===== src/rtl/ni_injector_if.sv =====
// PE/router-facing signal bundle for the network interface injector.
// master = PE and router side, slave = the injector itself.
interface ni_injector_if;
    logic        pkt_valid;
    logic        pkt_ready;
    logic [3:0]  pkt_dst_x;
    logic [3:0]  pkt_dst_y;
    logic [7:0]  pkt_len;
    logic [31:0] pe_data;
    logic        pe_data_valid;
    logic        pe_data_ready;
    logic        diff_pair_p;
    logic        diff_pair_n;
    logic [31:0] output_channel;
    logic        crt_in;
    logic [3:0]  credits;
    logic        busy;
    logic        credit_err;

    modport master (
        output pkt_valid, pkt_dst_x, pkt_dst_y, pkt_len, pe_data, pe_data_valid, crt_in,
        input  pkt_ready, pe_data_ready, diff_pair_p, diff_pair_n, output_channel,
               credits, busy, credit_err
    );

    modport slave (
        input  pkt_valid, pkt_dst_x, pkt_dst_y, pkt_len, pe_data, pe_data_valid, crt_in,
        output pkt_ready, pe_data_ready, diff_pair_p, diff_pair_n, output_channel,
               credits, busy, credit_err
    );
endinterface


===== src/rtl/ni_injector.sv =====
// PE-side packet injector: header + body flits onto a credit-flow-controlled router port.
// Flits launch from the FSM and appear one cycle later on registered strobe/data outputs.
module ni_injector #(
    parameter int XCOR         = 2,
    parameter int YCOR         = 2,
    parameter int BUFFER_DEPTH = 4
) (
    input  logic         clk,
    input  logic         rst,
    ni_injector_if.slave ni
);
    localparam logic [3:0] SRC_X = 4'(XCOR);
    localparam logic [3:0] SRC_Y = 4'(YCOR);
    localparam logic [3:0] DEPTH = 4'(BUFFER_DEPTH);

    typedef enum logic [1:0] {IDLE, HEADER, BODY} state_t;

    typedef struct packed {
        logic [3:0] dst_x;
        logic [3:0] dst_y;
        logic [7:0] len;
    } desc_t;

    state_t      state, state_nxt;
    desc_t       desc;
    logic [7:0]  remain, remain_nxt;
    logic [3:0]  credits;
    logic        have_credit;
    logic        launch;
    logic [31:0] flit;

    assign have_credit = (credits != 4'd0);
    assign ni.credits  = credits;

    always_ff @(posedge clk or posedge rst) begin
        if (rst) begin
            state  <= IDLE;
            remain <= '0;
            desc   <= '0;
        end else begin
            state  <= state_nxt;
            remain <= remain_nxt;
            if (state == IDLE && ni.pkt_valid)
                desc <= '{dst_x: ni.pkt_dst_x, dst_y: ni.pkt_dst_y, len: ni.pkt_len};
        end
    end

    always_comb begin
        state_nxt        = state;
        remain_nxt       = remain;
        launch           = 1'b0;
        flit             = '0;
        ni.pkt_ready     = 1'b0;
        ni.pe_data_ready = 1'b0;
        ni.busy          = (state != IDLE);
        unique case (state)
            IDLE: begin
                ni.pkt_ready = 1'b1;
                if (ni.pkt_valid) state_nxt = HEADER;
            end
            HEADER: begin
                if (have_credit) begin
                    launch = 1'b1;
                    flit   = {desc.dst_x, desc.dst_y, SRC_X, SRC_Y, desc.len, 8'h00};
                    if (desc.len == 8'd0) begin
                        state_nxt = IDLE;
                    end else begin
                        remain_nxt = desc.len;
                        state_nxt  = BODY;
                    end
                end
            end
            BODY: begin
                ni.pe_data_ready = have_credit;
                if (have_credit && ni.pe_data_valid) begin
                    launch     = 1'b1;
                    flit       = ni.pe_data;
                    remain_nxt = remain - 8'd1;
                    if (remain == 8'd1) state_nxt = IDLE;
                end
            end
            default: state_nxt = IDLE;
        endcase
    end

    // A credit returned alongside a launch cancels out; a surplus credit at full depth is flagged.
    always_ff @(posedge clk or posedge rst) begin
        if (rst) begin
            credits       <= DEPTH;
            ni.credit_err <= 1'b0;
        end else if (ni.crt_in && !launch) begin
            if (credits == DEPTH) ni.credit_err <= 1'b1;
            else                  credits       <= credits + 4'd1;
        end else if (launch && !ni.crt_in) begin
            credits <= credits - 4'd1;
        end
    end

    always_ff @(posedge clk or posedge rst) begin
        if (rst) begin
            ni.diff_pair_p    <= 1'b0;
            ni.diff_pair_n    <= 1'b1;
            ni.output_channel <= '0;
        end else begin
            ni.diff_pair_p    <= launch;
            ni.diff_pair_n    <= ~launch;
            ni.output_channel <= launch ? flit : 32'h0;
        end
    end
endmodule

===== src/flat_wrapper.sv =====
// flat-port wrapper written by rule: the top's interface ports become plain ports
module ni_injector_flat 
#(
    parameter int XCOR         = 2,
    parameter int YCOR         = 2,
    parameter int BUFFER_DEPTH = 4
)
  (clk, rst, ni_pkt_valid, ni_pkt_dst_x, ni_pkt_dst_y, ni_pkt_len, ni_pe_data, ni_pe_data_valid, ni_crt_in, ni_pkt_ready, ni_pe_data_ready, ni_diff_pair_p, ni_diff_pair_n, ni_output_channel, ni_credits, ni_busy, ni_credit_err);
  ni_injector_if ni_i ();
  input  logic clk;
  input  logic rst;
  input wire logic [$bits(ni_i.pkt_valid)-1:0] ni_pkt_valid;
  input wire logic [$bits(ni_i.pkt_dst_x)-1:0] ni_pkt_dst_x;
  input wire logic [$bits(ni_i.pkt_dst_y)-1:0] ni_pkt_dst_y;
  input wire logic [$bits(ni_i.pkt_len)-1:0] ni_pkt_len;
  input wire logic [$bits(ni_i.pe_data)-1:0] ni_pe_data;
  input wire logic [$bits(ni_i.pe_data_valid)-1:0] ni_pe_data_valid;
  input wire logic [$bits(ni_i.crt_in)-1:0] ni_crt_in;
  output wire logic [$bits(ni_i.pkt_ready)-1:0] ni_pkt_ready;
  output wire logic [$bits(ni_i.pe_data_ready)-1:0] ni_pe_data_ready;
  output wire logic [$bits(ni_i.diff_pair_p)-1:0] ni_diff_pair_p;
  output wire logic [$bits(ni_i.diff_pair_n)-1:0] ni_diff_pair_n;
  output wire logic [$bits(ni_i.output_channel)-1:0] ni_output_channel;
  output wire logic [$bits(ni_i.credits)-1:0] ni_credits;
  output wire logic [$bits(ni_i.busy)-1:0] ni_busy;
  output wire logic [$bits(ni_i.credit_err)-1:0] ni_credit_err;
  assign ni_i.pkt_valid = ni_pkt_valid;
  assign ni_i.pkt_dst_x = ni_pkt_dst_x;
  assign ni_i.pkt_dst_y = ni_pkt_dst_y;
  assign ni_i.pkt_len = ni_pkt_len;
  assign ni_i.pe_data = ni_pe_data;
  assign ni_i.pe_data_valid = ni_pe_data_valid;
  assign ni_i.crt_in = ni_crt_in;
  assign ni_pkt_ready = ni_i.pkt_ready;
  assign ni_pe_data_ready = ni_i.pe_data_ready;
  assign ni_diff_pair_p = ni_i.diff_pair_p;
  assign ni_diff_pair_n = ni_i.diff_pair_n;
  assign ni_output_channel = ni_i.output_channel;
  assign ni_credits = ni_i.credits;
  assign ni_busy = ni_i.busy;
  assign ni_credit_err = ni_i.credit_err;
  ni_injector #(.XCOR(XCOR), .YCOR(YCOR), .BUFFER_DEPTH(BUFFER_DEPTH)) u_core (.clk(clk), .rst(rst), .ni(ni_i));
endmodule

===== config.mk =====
export PLATFORM = sky130hd
export DESIGN_NAME = ni_injector_flat
export DESIGN_NICKNAME = d
export VERILOG_FILES = /design/src/rtl/ni_injector_if.sv /design/src/rtl/ni_injector.sv /design/src/flat_wrapper.sv
export SDC_FILE = /design/constraint.sdc
export NUM_CORES = 1
export LEC_CHECK = 0
export BUFFER_PORTS_ARGS = -buffer_cell sky130_fd_sc_hd__buf_4
export CAP_MARGIN = 20
export CORE_MARGIN = 5
export CORE_UTILIZATION = 54
export DETAILED_ROUTE_END_ITERATION = 6
export PLACE_DENSITY = 0.93
export SYNTH_ARGS = -nofsm -noshare
export SYNTH_HDL_FRONTEND = slang
export SYNTH_SLANG_ARGS = --single-unit

===== constraint.sdc =====
create_clock -name clk -period 4.1 [get_ports clk]
set_input_delay 0.82 -clock clk [delete_from_list [all_inputs] [get_ports clk]]
set_output_delay 0.82 -clock clk [all_outputs]
set_load 0.01 [all_outputs]

=== After elaboration in Yosys (flattened, before gate mapping) ===
Cells that the tools add are included.

* Bits in registers: 65

* Bitwise logic cells: 1
* Reduce and logical (&&, ||, !) cells: 16
* Muxes and demuxes: 22
* Add/subtract/negate cells: 3
* Eq/ne operators: 10

{| class="wikitable"
|+ Operators with widths
! kind !! number
|-
| two-way mux 32 bit || 3
|-
| case mux 32 bit (2 select lines) || 1
|-
| two-way mux 8 bit || 3
|-
| case mux 8 bit (2 select lines) || 1
|-
| two-way mux 4 bit || 3
|-
| two-way mux 2 bit || 5
|-
| == test 8 x 1 -> 1 bit, second input constant || 1
|-
| logical NOT 8 bit || 1
|-
| AND reduction 4 bit || 2
|-
| subtractor 8 x 1 -> 8 bit, second input constant || 1
|-
| != test 2 x 1 -> 1 bit, second input constant || 3
|-
| != test 2 bit, second input constant || 3
|-
| case mux 2 bit (3 select lines) || 1
|-
| nonzero test 2 bit || 3
|-
| adder 4 x 1 -> 4 bit, second input constant || 1
|-
| == test 4 x 3 -> 1 bit, second input constant || 1
|-
| logical AND 1 bit || 4
|-
| two-way mux 1 bit || 4
|-
| AND reduction 2 bit || 2
|-
| nonzero test 4 bit || 1
|-
| subtractor 4 x 1 -> 4 bit, second input constant || 1
|-
| == test 2 x 1 -> 1 bit, second input constant || 1
|-
| == test 2 bit, second input constant || 1
|-
| logical NOT 1 bit || 2
|-
| 3 further kinds || 3
|}

=== Logic depth before layout (Yosys ltp) ===
Gate-level depths: netlist of run 1.

* Word-level depth: 8
* Depth in mapped cells: 10

=== Least setup slack after synthesis of run 1 ===
No wires, ideal clock.

* Path type: flip-flop to flip-flop
* From: register u_core.state[0]
* To: register u_core.credits[3] (netlist: u_core.ni.credits[3])
* Clock period less this slack: 2.629 ns
* Stages on the path, launching flop included: 11
* Arrival: 2.549 ns
* Setup slack: 1.471 ns
* Path buffers: 1
* Cell sequence: dfrtp_1 > inv_1 > ha_1 > inv_1 > clkbuf_1 > o31ai_1 > ha_1 > a21o_1 > a211o_1 > o32ai_1 > xor2_1

* Word-level cells in the longest chain between the ends: 6

{| class="wikitable"
|+ Ends and longest elaborated chain
! item !! RTL line !! RTL
|-
| start, declared || ni_injector.sv:24 || <nowiki>state_t state, state_nxt;</nowiki>
|-
| start signal, assigned || ni_injector.sv:41 || <nowiki>state <= state_nxt;</nowiki>
|-
| == test 2 bit / == test 2 x 1 -> 1 bit (equally long branches) || ni_injector.sv:56 || <nowiki>unique case (state)</nowiki>
|-
| case mux 1 bit (2 select lines) * || ni_injector.sv:56 ||
|-
| logical NOT 1 bit || ni_injector.sv:91 || <nowiki>end else if (ni.crt_in && !launch) begin</nowiki>
|-
| logical AND 1 bit || ni_injector.sv:91 ||
|-
| != test 2 bit (no source line) / nonzero test 2 bit (equally long branches) || n/a ||
|-
| AND reduction 2 bit (no source line) || n/a ||
|-
| end signal, assigned || ni_injector.sv:93 || <nowiki>else credits <= credits + 4'd1;</nowiki>
|-
| end signal, assigned || ni_injector.sv:95 || <nowiki>credits <= credits - 4'd1;</nowiki>
|-
| end, declared || ni_injector.sv:27 || <nowiki>logic [3:0] credits;</nowiki>
|}

Every way passes the cells marked *; elsewhere a longest branch is shown, timed or not.
A chain may end at the register's enable or synchronous reset.

=== Worst setup path after layout of run 1 ===
Same ends and word-level chain as after synthesis.

==> qor.txt, run 1 <==
Leakage = 1.91 nW
Synth-to-Final Area Change = 34.0%
DP Wirelength = 5240 µm
Internal power = 1.85 mW
Final setup vio count = 0
Drt first pass iters = 4
Die ar. = 6880 µm²
Post-synth top area share = 54.8%
Combinational cell fraction of total power = 40.0%
Most frequent cell after synthesis = dfrtp_1
Slowest stage delay, CP = 0.68 ns
PortBufs = 94
Slowest CP cell = o31ai_1
Number of I/O pins = 95
Async SR Flop Fraction = 100%
CTS Hold Buffers Added = 0
Clock power frac = 23.0%
Number of distinct library cells after synthesis = 45
RePlAce Congestion = 0.936
Core Area = 5140 µm²
Critical path capture point type = flip-flop
Multi-input gate area = 1110 µm²
Core Rows = 26
Synth Net Count = 307
Maximum clock path buffer count = 2
Routed Antenna Nets = 0
Clock sink count = 65
Fin. Hold Viols = 0
CTS tree = built
CP Max Fanout = 20
Initial antenna violation count = 0
CP cell instances = inv_1, ha_1, inv_1, o31ai_1, ha_1, a21o_1, a211o_1, o32ai_1, xor2_1
Gr ovfl total = 0
Final slew viol count = 0
Via count = 2363
Clk Latency, worst-skew pair = 0.35 ns
Critical Path Start Type = flip-flop
Synth Warn # = 0
Die X = 83.0 µm
Largest net degree at the start of global routing = 40
Clk slew on worst S/H paths = 0.07 ns
Worst Hold Class = reg2reg
Vias per cell = 5.74
H-tree levels = 3
Slew @ Worst Pin = 0.812 ns
Routed WL = 7580 µm
RSZ-0062 raised after global routing = false
Fillers = 335
Syn avg cell area = 11.7 µm²
Seq pwr share = 37.1%
# diodes = 0
Post-synthesis register bit count = 65
Final hold slack = 0.485 ns
Register area = 1630 µm²
Number of synthesized flops with an enable pin = 0
Max_cap viols = 0
Vias in the first global route = 2522
Net Sw Frac = 37.0%
# Post-CTS Setup Buffers = 0
Final period util = 79.0%
CTS root buf = clkbuf_8
Rel. slew slack = 45.8%
Sequential-to-total area share from yosys stat = 56.7%
Synth area leader = dfrtp_1
Final Skew = 0.0131 ns
Synth Cell Area = 2880 µm²
Initial Utilization = 55.9%
Setup TNS = 0 ns
P_sw = 1.09 mW
Main area contributors after synthesis = dfrtp_1, mux2_2, a22oi_1
Worst Path Arrival = 3.51 ns
Post_cts resized = 0
Synth Instances = 246
FMAX = 309 MHz
Total Nets Final = 398
Worst vdd ir = 0.000410 V
Crit path kind = reg2reg
Die Height = 83.0 µm
DR WL/cell = 18.4 µm
Predominant post-synthesis flop cell = dfrtp_1
GRT Total Usage = 22.7%
DRC = 0
Min cycle time layout = 3.24 ns
Layout cells sized above 1 = 40.4%
Global-route wire length before repair = 12500 µm
Inserted Clock Buffers = 9
Pwr dens = 764 nW/µm²
Status = completed
Synth top cells by count = dfrtp_1, nor2_1, mux2_2, a22oi_1, and3_1
Critical path required time = 4.37 ns
DR iter-0 viols = 133
## worst max-delay path: cells and delay by family, from the launching register on
family / cells / cell delay [ns]
xor+xnor: 1 / 0.18
buf+inv: 2 / 0.45
fa+ha+maj: 2 / 0.84
compound gates: 4 / 1.33
flops: 1 / 0.38
## path summary, 6_finish.rpt
kind | start | to | slack (ns) | depth (start not counted)
worst max register to register | u_core.state[0] | u_core.ni.credits[3] | 0.86 | 9
min in group asynchronous | rst | u_core.ni.output_channel[30] | 0.64 | 2
worst min-delay path | u_core.ni.credit_err | u_core.ni.credit_err | 0.49 | 1
worst min register to register | u_core.ni.credit_err | u_core.ni.credit_err | 0.49 | 1
max in group asynchronous | rst | u_core.desc[3] | 2.60 | 3
worst max-delay path | u_core.state[0] | u_core.ni.credits[3] | 0.86 | 9
## stage by stage
step	util [%]	setup WS (ns)	std cells	instance area, µm²	power, mW
final	75.0	0.861	412	3850	2.94
after global routing	75.0	0.568	412	3850	3.13
after CTS	74.5	0.853	411	3830	2.93
after detailed placement	69.6	0.868	395	3580	2.24
after global placement	69.6	1.02	395	3580	2.17
after floorplan	-	1.47	246	2880	1.85
## final cells by class
type | instances | share of cell area [%]
well taps | 70 | 2.27
repair buffers | 96 | 19.2
clock buffers | 10 | 3.57
multi-input cells | 155 | 28.8
clock inverters | 6 | 2.99
inverters | 10 | 0.974
flip-flops and latches | 65 | 42.3
## per-layer routing
| metal | GRT usage, % | part of all wire (%) | vias up |
|---|---|---|---|
| met3 | 6.83 | 8.2 | 14 |
| met4 | 8.77 | 1.8 | 0 |
| li1 | - | - | 1070 |
| met5 | 0 | 0 | - |
| met2 | 38.9 | 52 | 116 |
| met1 | 26.7 | 37 | 1163 |
## state kept, by name (all words and copies together) (netlist names)
signal,cells
u_core.ni.output_channel,32
u_core.ni.diff_pair_p,1
u_core.ni.credits,4
u_core.desc,16
u_core.ni.credit_err,1
u_core.remain,8
u_core.ni.diff_pair_n,1
u_core.state,2
## placed cells by master, fill, tap and decap left out, drive strengths merged, types with 2 or more instances in the layout
master | synthesis | final
nand2 | 11 | 11
or4 | 2 | 2
clkinv | 0 | 2
a41oi | 2 | 2
o22ai | 2 | 2
mux2i | 3 | 3
o32ai | 2 | 2
and3 | 15 | 15
a22oi | 16 | 16
inv | 10 | 10
ha | 7 | 7
nor2 | 23 | 23
o21ai | 4 | 4
nor4 | 3 | 3
o2111ai | 2 | 2
mux2 | 18 | 18
a31oi | 7 | 7
xor2 | 3 | 3
nand2b | 2 | 2
o31ai | 3 | 3
bufinv | 0 | 3
nand3 | 5 | 5
a21oi | 8 | 8
dfstp | 2 | 2
dfrtp | 63 | 63
buf | 8 | 95
and2 | 2 | 2
clkbuf | 8 | 11
## power by group through the flow
stage                     registers, mW  logic [mW]  clock network (mW)
after floorplan                    1.08       0.768                   0
after global placement             1.07        1.10                   0
after detailed placement           1.09        1.16                   0
after CTS                          1.08        1.17               0.679
after global routing               1.12        1.29               0.715
final                              1.09        1.18               0.676
## cells by family (layout without fill, tap and decap cells)
group,count (synthesis),after routing,synth area share (%)
AOI/OAI and AO/OA,53,53,13.0
xor gates and xnor gates,3,3,0.914
adders and majority gates,8,8,3.74
buffers and inverters,26,122,4.79
DFF,65,65,56.7
muxes,21,21,8.22
and+or+nand+nor,70,70,12.7
Note: power is estimated with default switching activity, not from simulation.
==> run 2: changes to the inputs <==
--- a/config.mk
+++ b/config.mk
@@ -5,12 +5,13 @@
 export SDC_FILE = /design/constraint.sdc
 export NUM_CORES = 1
 export LEC_CHECK = 0
+export ABC_AREA = 1
 export BUFFER_PORTS_ARGS = -buffer_cell sky130_fd_sc_hd__buf_4
 export CAP_MARGIN = 20
 export CORE_MARGIN = 5
-export CORE_UTILIZATION = 54
+export CORE_UTILIZATION = 51
 export DETAILED_ROUTE_END_ITERATION = 6
-export PLACE_DENSITY = 0.93
+export PLACE_DENSITY = 0.88
 export SYNTH_ARGS = -nofsm -noshare
 export SYNTH_HDL_FRONTEND = slang
 export SYNTH_SLANG_ARGS = --single-unit
==> constraint.sdc (replaced) <==
create_clock -name clk -period 3 [get_ports clk]
set_input_delay 0.6 -clock clk [delete_from_list [all_inputs] [get_ports clk]]
set_output_delay 0.6 -clock clk [all_outputs]
set_load 0.01 [all_outputs]
==> qor.txt, run 2 <==
Crit path from = u_core.ni.credits[0]
Largest net degree at the start of global routing = 38
Routed WL = 7880 µm
CTS root buf = clkbuf_8
Register area = 1630 µm²
Critical path required time = 3.24 ns
Worst vdd ir = 0.000541 V
Most frequent cell after synthesis = dfrtp_1
Drt first pass iters = 4
# diodes = 0
Post-synth top area share = 52.0%
Predominant post-synthesis flop cell = dfrtp_1
DP Wirelength = 5780 µm
Critical path capture point type = flip-flop
Number of synthesized flops with an enable pin = 0
Rel. slew slack = 44.3%
Fin. Hold Viols = 0
Synth Warn # = 0
Met3 Usage GRT = 6.91%
Vias per cell = 5.29
Most Crowded Layer GR = met2
Status = completed
M1 GR Usage = 26.2%
Via count = 2577
Synth Instances = 312
Most common cell after layout, fill and taps aside = buf_4
Maximum clock path buffer count = 2
RSZ-0062 raised after global routing = false
Commonest cells after routing, fill and taps aside = buf_4, dfrtp_1, inv_1
Setup TNS = 0 ns
Main area contributors after synthesis = dfrtp_1, nand3_1, inv_1
Post_cts resized = 0
PortBufs = 94
Clk slew on worst S/H paths = 0.07 ns
FF-to-FF Start = u_core.ni.credits[0]
R2R setup slack = 0.52 ns
DR WL/cell = 16.2 µm
FMAX = 403 MHz
Final period util = 82.7%
Slew @ Worst Pin = 0.833 ns
Top flop regs = u_core.ni.output_channel: 32 flops, u_core.desc: 16 flops, u_core.remain: 8 flops
Final Skew = 0.00783 ns
Syn avg cell area = 9.72 µm²
Core Rows = 28
Pwr dens = 962 nW/µm²
H-tree levels = 3
Leakage = 2.06 nW
Number of I/O pins = 95
GRT Total Usage = 21.8%
Synth area leader = dfrtp_1
Worst R2R End = u_core.ni.credits[3]
Min cycle time layout = 2.48 ns
DRC = 0
Non-Filler Instances = 487
Setup crit end = u_core.ni.credits[3]
Synth Net Count = 373
Max_cap viols = 0
Met2 Use GR = 37.5%
CP Max Fanout = 20
Vias in the first global route = 2561
Global-route wire length before repair = 12500 µm
Clock sink count = 65
# Post-CTS Setup Buffers = 0
CTS tree = built
Die ar. = 7590 µm²
Sequential-to-total area share from yosys stat = 53.7%
Reg2Reg Depth = 12
Slowest CP cell = dfrtp_1
Initial antenna violation count = 0
Final slew viol count = 0
Gr ovfl total = 0
Layout cells sized above 1 = 35.7%
Die Height = 87.1 µm
Synth Cell Area = 3030 µm²
Synth top cells by count = dfrtp_1, inv_1, nand3_1, nor2_1, a21oi_1
Post-route cell area = 3990 µm²
Post-synthesis register bit count = 65
RePlAce Congestion = 0.888
Inserted Clock Buffers = 9
Die X = 87.1 µm
Number of distinct library cells after synthesis = 40
Critical Path Start Type = flip-flop
Routed Antenna Nets = 0
Max FFs per register = 32
Worst Hold Class = in2async
Crit path kind = reg2reg
Cells after DPL = 471
Async SR Flop Fraction = 100%
Clk Latency, worst-skew pair = 0.35 ns
Largest Register = u_core.ni.output_channel
Worst Path Arrival = 2.72 ns
Core Area = 5850 µm²
DR iter-0 viols = 129
Multi-input gate area = 1140 µm²
Final setup vio count = 0
Critical path's most frequent cell = nand2_1
Initial Utilization = 51.8%
Total Nets Final = 468
Synth-to-Final Area Change = 31.6%
Slowest stage delay, CP = 0.48 ns
CP cell instances = nor2_4, nand2_4, nand4_4, nand3_2, ha_1, nand2_1, a21boi_0, nor2_1, nand4_1, nand3_1, nand2_1, nand2_1
Fillers = 436
Cell Area, Placed = 3780 µm²
CTS Hold Buffers Added = 0
[run 2: cell count changes after synthesis, sizes merged, moves of 16 or more]
cell and change:
nand2 +17, o21ai +16, nand3 +37, a21oi +21, inv +35, a22oi -16
[run 2: metal layers]
metal	part of all wire, %	vias to the layer above
li1	-	1211
met3	7.7	12
met2	52	113
met4	1.4	0
met1	39	1241
met5	0	-
[run 2: critical path, delay by kind of cell, from the launching register on]
family,cells,cell delay (ns)
simple gates,10,1.33
compound gates,1,0.22
flops,1,0.48
fa+ha+maj,1,0.33
[run 2: kinds of logic (layout without fill, tap and decap cells)]
| kind of cell | count (synthesis) | count (layout) | synth area share, % |
|---|---|---|---|
| AOI/OAI and AO/OA | 56 | 56 | 11.0 |
| and+or+nand+nor | 113 | 113 | 19.3 |
| muxes | 8 | 8 | 2.97 |
| xor gates and xnor gates | 3 | 3 | 0.866 |
| adders and majority gates | 8 | 8 | 3.55 |
| DFF | 65 | 65 | 53.7 |
| buffers and inverters | 59 | 159 | 8.62 |
[run 2: through the flow]
stage               setup WS, ns  power, mW  util, %  hold slack, ns
finish                     0.518       3.84     68.2           0.325
global route               0.286       4.10     68.2           0.376
CTS                        0.524       3.86     68.2           0.337
detailed placement         0.591       3.04     64.6           0.487
global placement           0.705       2.94     64.6           0.481
floorplan                  0.777       2.52        -           0.472
[run 2: worst min-delay path by stage]
stage / endpoint
final: u_core.ni.output_channel[19]
after global routing: u_core.ni.output_channel[19]
after CTS: u_core.ni.output_channel[1]
after detailed placement: u_core.ni.credit_err
after global placement: u_core.ni.credit_err
after floorplan: u_core.remain[3]
[run 2: power breakdown]
part | switching (mW) | internal [mW] | total (mW)
Combinational | 0.986 | 0.668 | 1.65
Clock | 0.339 | 0.463 | 0.803
Sequential | 0.215 | 1.17 | 1.39
Total | 1.54 | 2.30 | 3.84
[run 2: cell type report]
class / count / area share (%)
Inverter: 45 / 4.23
Tap cell: 75 / 2.35
Clock buffer: 10 / 3.20
Clock inverter: 6 / 2.07
Timing Repair Buffer: 98 / 18.7
Sequential cell: 65 / 40.8
Multi-Input combinational cell: 188 / 28.6
